File: src/rtl/ifu_fetch.sv
// ifu_fetch: instruction fetch unit feeding {inst, inst_addr} to decode.
// Holds the PC and issues in-order reads to instruction memory. Returned words are
// buffered in a small FIFO. A redirect flushes the FIFO and drops responses that are
// still in flight. A NOP is presented whenever no fetched instruction is available.
//  clk, rst_n                      clock, asynchronous active-low reset
//  imem_req_o/addr_o/gnt_i         request handshake, issue = req && gnt
//  imem_rvalid_i/rdata_i           in-order read responses
//  jump_i/jump_addr_i              redirect from execute (highest priority)
//  stall_i                         downstream not ready, blocks pop only
//  inst_o/inst_addr_o/inst_valid_o instruction output to decode
module ifu_fetch #(
  parameter logic [31:0] RESET_PC = 32'h0000_0000,
  parameter int PC_STEP = 4,
  parameter int FIFO_DEPTH = 2,
  parameter int MAX_OUTST = 2
) (
  input  logic        clk,
  input  logic        rst_n,
  output logic        imem_req_o,
  output logic [31:0] imem_addr_o,
  input  logic        imem_gnt_i,
  input  logic        imem_rvalid_i,
  input  logic [31:0] imem_rdata_i,
  input  logic        jump_i,
  input  logic [31:0] jump_addr_i,
  input  logic        stall_i,
  output logic [31:0] inst_o,
  output logic [31:0] inst_addr_o,
  output logic        inst_valid_o
);
  localparam int AW = $clog2(FIFO_DEPTH);
  localparam int CW = AW + 1;
  localparam logic [CW-1:0] DEPTH_C = CW'(FIFO_DEPTH);
  localparam logic [CW-1:0] MAX_C = CW'(MAX_OUTST);
  localparam logic [31:0] NOP = 32'h0000_0007;
  typedef enum logic [1:0] {RESET, RUN, DRAIN} state_t;
  state_t state;
  logic [31:0] pc;
  logic [CW-1:0] outst, discard, fifo_count, outst_d, discard_d, fifo_count_d;
  logic [AW-1:0] rd_ptr, wr_ptr, aq_rd, aq_wr;
  logic [31:0] fifo_data [FIFO_DEPTH];
  logic [31:0] fifo_addr [FIFO_DEPTH];
  logic [31:0] aq [FIFO_DEPTH];
  logic issue, resp, keep, drop, pop;
  // DRAIN is held exactly while discard is non-zero, so it selects which responses are stale.
  // Credit counts stale requests as outstanding, which is what keeps the FIFO from overflowing.
  always_comb begin
    imem_req_o = rst_n && !jump_i && (outst + fifo_count) < DEPTH_C && outst < MAX_C;
    imem_addr_o = pc;
    issue = imem_req_o && imem_gnt_i;
    resp = imem_rvalid_i && outst != '0;
    drop = resp && state == DRAIN;
    keep = resp && state != DRAIN && !jump_i;
    inst_valid_o = fifo_count != '0 && !jump_i;
    pop = inst_valid_o && !stall_i;
    inst_o = inst_valid_o ? fifo_data[rd_ptr] : NOP;
    inst_addr_o = inst_valid_o ? fifo_addr[rd_ptr] : 32'h0;
    outst_d = outst + CW'(issue) - CW'(resp);
    discard_d = jump_i ? outst - CW'(resp) : discard - CW'(drop);
    fifo_count_d = jump_i ? '0 : fifo_count + CW'(keep) - CW'(pop);
  end
  always_ff @(posedge clk or negedge rst_n) begin
    if (!rst_n) begin
      state <= RESET;
      pc <= RESET_PC;
      outst <= '0;
      discard <= '0;
      fifo_count <= '0;
      rd_ptr <= '0;
      wr_ptr <= '0;
      aq_rd <= '0;
      aq_wr <= '0;
    end else begin
      state <= discard_d != '0 ? DRAIN : RUN;
      pc <= jump_i ? jump_addr_i : issue ? pc + 32'(PC_STEP) : pc;
      outst <= outst_d;
      discard <= discard_d;
      fifo_count <= fifo_count_d;
      rd_ptr <= jump_i ? '0 : rd_ptr + AW'(pop);
      wr_ptr <= jump_i ? '0 : wr_ptr + AW'(keep);
      aq_rd <= jump_i ? '0 : aq_rd + AW'(keep);
      aq_wr <= jump_i ? '0 : aq_wr + AW'(issue);
    end
  end
  always_ff @(posedge clk) begin
    if (keep) begin
      fifo_data[wr_ptr] <= imem_rdata_i;
      fifo_addr[wr_ptr] <= aq[aq_rd];
    end
    if (issue) aq[aq_wr] <= pc;
  end
endmodule

File: config.mk
export PLATFORM = sky130hd
export DESIGN_NAME = ifu_fetch
export DESIGN_NICKNAME = d
export VERILOG_FILES = /design/src/rtl/ifu_fetch.sv
export SDC_FILE = /design/constraint.sdc
export NUM_CORES = 1
export LEC_CHECK = 0
export CORE_MARGIN = 4
export CORE_UTILIZATION = 28
export DETAILED_ROUTE_END_ITERATION = 6
export SYNTH_ARGS = -nofsm -noshare
export SYNTH_HDL_FRONTEND = slang
export SYNTH_SLANG_ARGS = --single-unit
File: constraint.sdc
create_clock -name clk -period 4.3 [get_ports clk]
set_input_delay 1.075 -clock clk [delete_from_list [all_inputs] [get_ports clk]]
set_output_delay 1.075 -clock clk [all_outputs]
set_load 0.005 [all_outputs]
## After elaboration in Yosys (flattened, before gate mapping)

Memory sizes are Yosys's and may differ from the RTL's.
Cells that the tools add are included.

- Register bits after elaboration: 44
- RAM bits: 192
- Bits of input ports: 70
- Logic and storage cells: 59
- Memories kept: 3

Memory list:

| name | depth | width | rd ports | clocked after memory_dff | write ports | RTL line | text |
|---|---|---|---|---|---|---|---|
| aq | 2 | 32 | 1 | 0 | 1 | 43 | `logic [31:0] aq [FIFO_DEPTH];` |
| fifo_addr | 2 | 32 | 1 | 0 | 1 | 42 | `logic [31:0] fifo_addr [FIFO_DEPTH];` |
| fifo_data | 2 | 32 | 1 | 0 | 1 | 41 | `logic [31:0] fifo_data [FIFO_DEPTH];` |

- Add/sub/neg operators: 12
- Order comparisons: 2
- Equality and inequality tests: 2
- Multiplexer cells: 15
- Reduce and logical (&&, ||, !) cells: 16

Operator list:

| cell | number |
|---|---|
| $mux W32 | 4 |
| $add A32 B3 Y32 const B | 1 |
| $logic_and A1 B1 Y1 | 10 |
| $mux W1 | 8 |
| $reduce_bool A2 Y1 | 4 |
| $sub A2 B1 Y2 | 4 |
| $mux W2 | 3 |
| $add A1 B1 Y1 | 4 |
| $add A2 B1 Y2 | 2 |
| $lt A2 B2 Y1 const B | 2 |
| $add A2 B2 Y2 | 1 |
| $eq A2 B2 Y1 const B | 1 |
| $logic_not A1 Y1 | 2 |
| $ne A2 B2 Y1 const B | 1 |

## Longest topological paths before layout

- Depth after elaboration: 7
- Gate-level depth with buffers: 9
- Gate-level depth less buffers: 8

## Worst setup path after synthesis

OpenSTA, ideal clock, no wires.

- Path kind: input -> register
- From: in jump_i
- To: mem fifo_addr[1][0], enable pin
- Library setup time: 429 ps
- Data arrival time: 3344 ps
- Setup slack: 527 ps
- Stages on the path: 4
- Buffers on the path: 2
- Cells stage by stage: clkbuf_1 -> buf_2 -> nor3_1 -> ha_1

- Cells in the longest elaborated chain, start to end: 4

Ends and longest elaborated chain:

| element | RTL line | text |
|---|---|---|
| from (decl) | 24 | `input logic jump_i,` |
| $logic_not A1 Y1 | 53 | `keep = resp && state != DRAIN && !jump_i;` |
| $logic_and A1 B1 Y1 | 53 |  |
| $mux W1 | 86 | `if (keep) begin` |
| $mux W1 (not written as such) | 88 | `fifo_addr[wr_ptr] <= aq[aq_rd];` |
| to (decl) | 42 |  |

Every way passes these cells.

## Worst setup path after layout

- From: reg rd_ptr
- To: out inst_o[26]

- Cells in the longest elaborated chain, start to end: 2

Ends and longest elaborated chain:

| element | RTL line | text |
|---|---|---|
| from (decl) | 40 | `logic [AW-1:0] rd_ptr, wr_ptr, aq_rd, aq_wr;` |
| from (signal assigned) | 79 | `rd_ptr <= jump_i ? '0 : rd_ptr + AW'(pop);` |
| $mem_v2 Z2 W32 | -- |  |
| $mux W32 | 56 | `inst_o = inst_valid_o ? fifo_data[rd_ptr] : NOP;` |
| to (decl) | 27 | `output logic [31:0] inst_o,` |

Every way passes these cells.

==> results.md <==
- Worst Max-Slew Pin Slew: 0.9182 ns
- FF-to-FF path depth: 6
- Number of port buffers: 167
- Routability-driven placement congestion ratio: 0.7455
- Switching share of power: 25.86%
- DR WL/cell: 17.53 um
- Xor/xnor cell area share of the yosys netlist: 1.551%
- Synth cell count leaders: 192 x edfxtp_1, 74 x nor2_1, 67 x mux2i_1, 44 x dfrtp_1, 38 x nand2_1
- Via count: 5808
- Highest Clock Rate: 269.3 MHz
- Tcrit/Tclk final: 86.36%
- Ys flop type: edfxtp_1
- Hpwl dp: 14770 um
- Number of routed nets with antenna violations: 0
- CP startpoint: rd_ptr
- Slew margin rel.: 38.28%
- Final setup TNS: 0 ns
- # setup viols final: 0
- DRC: 0
- H-tree levels: 1
- Share of post-route cells with drive strength above 1: 11.78%
- CTS tree: done
- Hold_ws: 0.5092 ns
- RSZ-0062 raised after global routing: no
- Diode count: 0
- Worst-skew pair later-pin latency: 0.53 ns
- Largest cells by area after synthesis: edfxtp_1 60%, dfrtp_1 11%, mux2i_1 7.0%
- Req. time, crit path: 3.22 ns
- Post-synth EDFFs: 192
- Startpoint types: flip-flop
- Warnings, synthesis: 0
- Syn Area/Cell: 14.70 sq um
- Worst Setup EP: inst_o[26]
- # IOs: 168
- Pwr Total: 6.426 mW
- Top-count cell post-synth: edfxtp_1
- Number of global-route vias before repair: 5826
- Post_cts resized: 0
- Worst vdd ir: 0.0002505 V
- Post-synth top area share: 60.05%
- Synth Area in Adders: 1.173%
- Area leader, netlist: edfxtp_1
- Fin crit period: 3.713 ns
- Post-route cell area: 12720 sq um
- Largest stage delay on the critical path: 0.83 ns
- Die area: 37320 sq um
- Post-CTS Setup Inserts: 0
- Grt ovf: 0
- 1st-iter DRT viols: 385
- Clock buffer count from CTS: 26
- FF+latch count, synth: 236
- Largest net degree at the start of global routing: 65
- Global-route wire length before repair: 34280 um
- Status: finished clean
- # rows: 67
- Seq pwr share: 45.9%
- Post-DP Area: 11850 sq um
- DR pass1 iterations: 4
- Flop2flop setup slack: 1.56 ns
- Clk root buf: clkbuf_16
- Via/cell ratio: 4.478
- Worst path slowest cell: dfrtp_4
- Critical path type: reg2out
- Final #Nets: 908
- Terminus of the critical flop-to-flop path: imem_addr_o[30]
- Yosys cell types: 46
- Largest family of logic cells by synthesized area: multiplexers
- Worst setup EP type: output port
- Critical path arrival: 2.64 ns
- Synth Area in Compound Gates: 3.180%
- Final Skew: 0.009839 ns
- Mapped Nets: 732
- Comb power frac: 19.5%
- Pint: 4.765 mW
- Initial Util: 28.49%
- NetSw: 1.662 mW
- CP cell instances: buf_4, mux2i_1, nor2_1, clkdlybuf4s50_1
- Max cap viols: 0
- Power density over the cells: 505.2 nW/um^2
- Die width: 193.2 um
- Maximum buffer depth of the clock tree: 3
- Final number of hold-violating endpoints: 0
- Post-Synth Simple-Gate Area: 9.526%
- P_leak: 4.265 nW
- Initial antenna violation count: 0
- Total wire length: 22730 um
- Clock power frac: 34.6%
- Sequential share of the synthesized area: 71.51%
- Total routing usage reported by global routing: 11.85%
- Post-synthesis instance total: 653
- CORE AREA: 33700 sq um
- Hold WC Path Type: reg2reg
- Worst-path clk slew: 0.06 ns
- Die Height: 193.2 um
- CP max FO: 33
- # hold bufs at CTS: 0
- Post-Layout Cell Count: 1297
- Dpl cells: 1249
- Max-slew violation count: 0
- Cell Area, Synth: 9602 sq um
- Mux contribution to synthesized area: 11.09%
- Clock Sinks: 236
- Asr flop ratio synth: 18.64%
- Critical R2R Launch: imem_addr_o[3]
- P&R area growth vs syn: 32.47%
registers in the layout, summed over array words and instances, names as in the netlist:
signal,flops
discard,2
aq,64
imem_addr_o,32
wr_ptr,1
rd_ptr,1
aq_wr,1
fifo_data,64
outst,2
aq_rd,1
state,2
fifo_count,2
fifo_addr,64
how the worst min path moves through the flow:
stage,startpoint,endpoint,slack (ns),cells after the start
6_report,imem_addr_o[1],aq[1][1],0.51,0
5_1_grt,imem_addr_o[1],aq[1][1],0.54,0
4_1_cts,imem_addr_o[1],aq[1][1],0.51,0
3_5_place_dp,imem_addr_o[1],aq[0][1],0.50,0
3_3_place_gp,imem_addr_o[1],aq[1][1],0.48,0
2_1_floorplan,imem_addr_o[0],aq[0][0],0.48,0
cells by family after synthesis:
family	after synthesis
multiplexers	102
adder cells (fa/ha/maj)	9
buffers and inverters	47
AND/OR/NAND/NOR	191
AO/OA/AOI/OAI	51
XOR/XNOR	17
flip-flops	236
critical path: cells and delay by family, from the launching register on:
family / cells / cell delay [ns]
buf+inv: 2 / 0.88
flops: 1 / 0.83
mux: 1 / 0.33
simple gates: 1 / 0.07
power by group through the flow:
stage	Clock, mW	Sequential (mW)	Combinational, mW
6_report	2.22	2.95	1.26
5_1_grt	2.39	2.98	1.39
4_1_cts	2.29	2.96	1.29
3_5_place_dp	0	3.00	1.29
3_3_place_gp	0	2.99	1.27
2_1_floorplan	0	2.90	0.731
cell type report:
type | count | area, sq um
sequential | 236 | 6870
clock inverter | 11 | 110.1
timing repair buffer | 181 | 1792
tap | 448 | 560.5
clock buffer | 37 | 763.2
fill | 3173 | 20980
multi-input combinational | 370 | 2571
inverter | 14 | 52.55
cells in the final DEF, fill, tap and decap left out, drive strengths merged, types with 2 or more instances in the layout:
cell type      synthesis  routed
nand4                  9       9
edfxtp               192     192
mux2i                 67      67
o211ai                 3       3
a31oi                  2       2
nand3b                 2       2
buf                    5      16
nor4                   6       6
clkinvlp               0       2
nor3                   8       8
nand2b                 3       3
a221o                  2       2
xnor2                 14      14
clkbuf                28      37
nor2b                 10      10
nand3                 19      19
xor2                   3       3
clkdlybuf4s50          0     165
clkinv                 0       7
o21ai                 31      31
nor2                  74      74
bufinv                 0       2
ha                     9       9
a21oi                  4       4
inv                   14      14
and4                   2       2
o311ai                 4       4
or3                    8       8
mux2                  35      35
and3                   6       6
dfrtp                 44      44
nand2                 38      38
through the flow:
stage | setup slack (ns) | utilization, %
after floorplan | 0.5271 | -
after global placement | 0.6359 | 35.15
after detailed placement | 0.5943 | 35.15
after CTS | 0.4545 | 37.74
after global routing | 0.3809 | 37.74
final | 0.5866 | 37.74
metal layers:
| layer | share of wire, % | vias up | wire, um | global-route usage, % |
|---|---|---|---|---|
| li1 | - | 2767 | - | - |
| met1 | 47 | 2852 | 10710 | 16.68 |
| met2 | 45 | 163 | 10210 | 18.80 |
| met3 | 6.2 | 26 | 1399 | 2.377 |
| met4 | 1.8 | 0 | 419 | 3.241 |
| met5 | 0 | - | 0 | 0 |
Note: power is estimated with default switching activity, not from simulation.
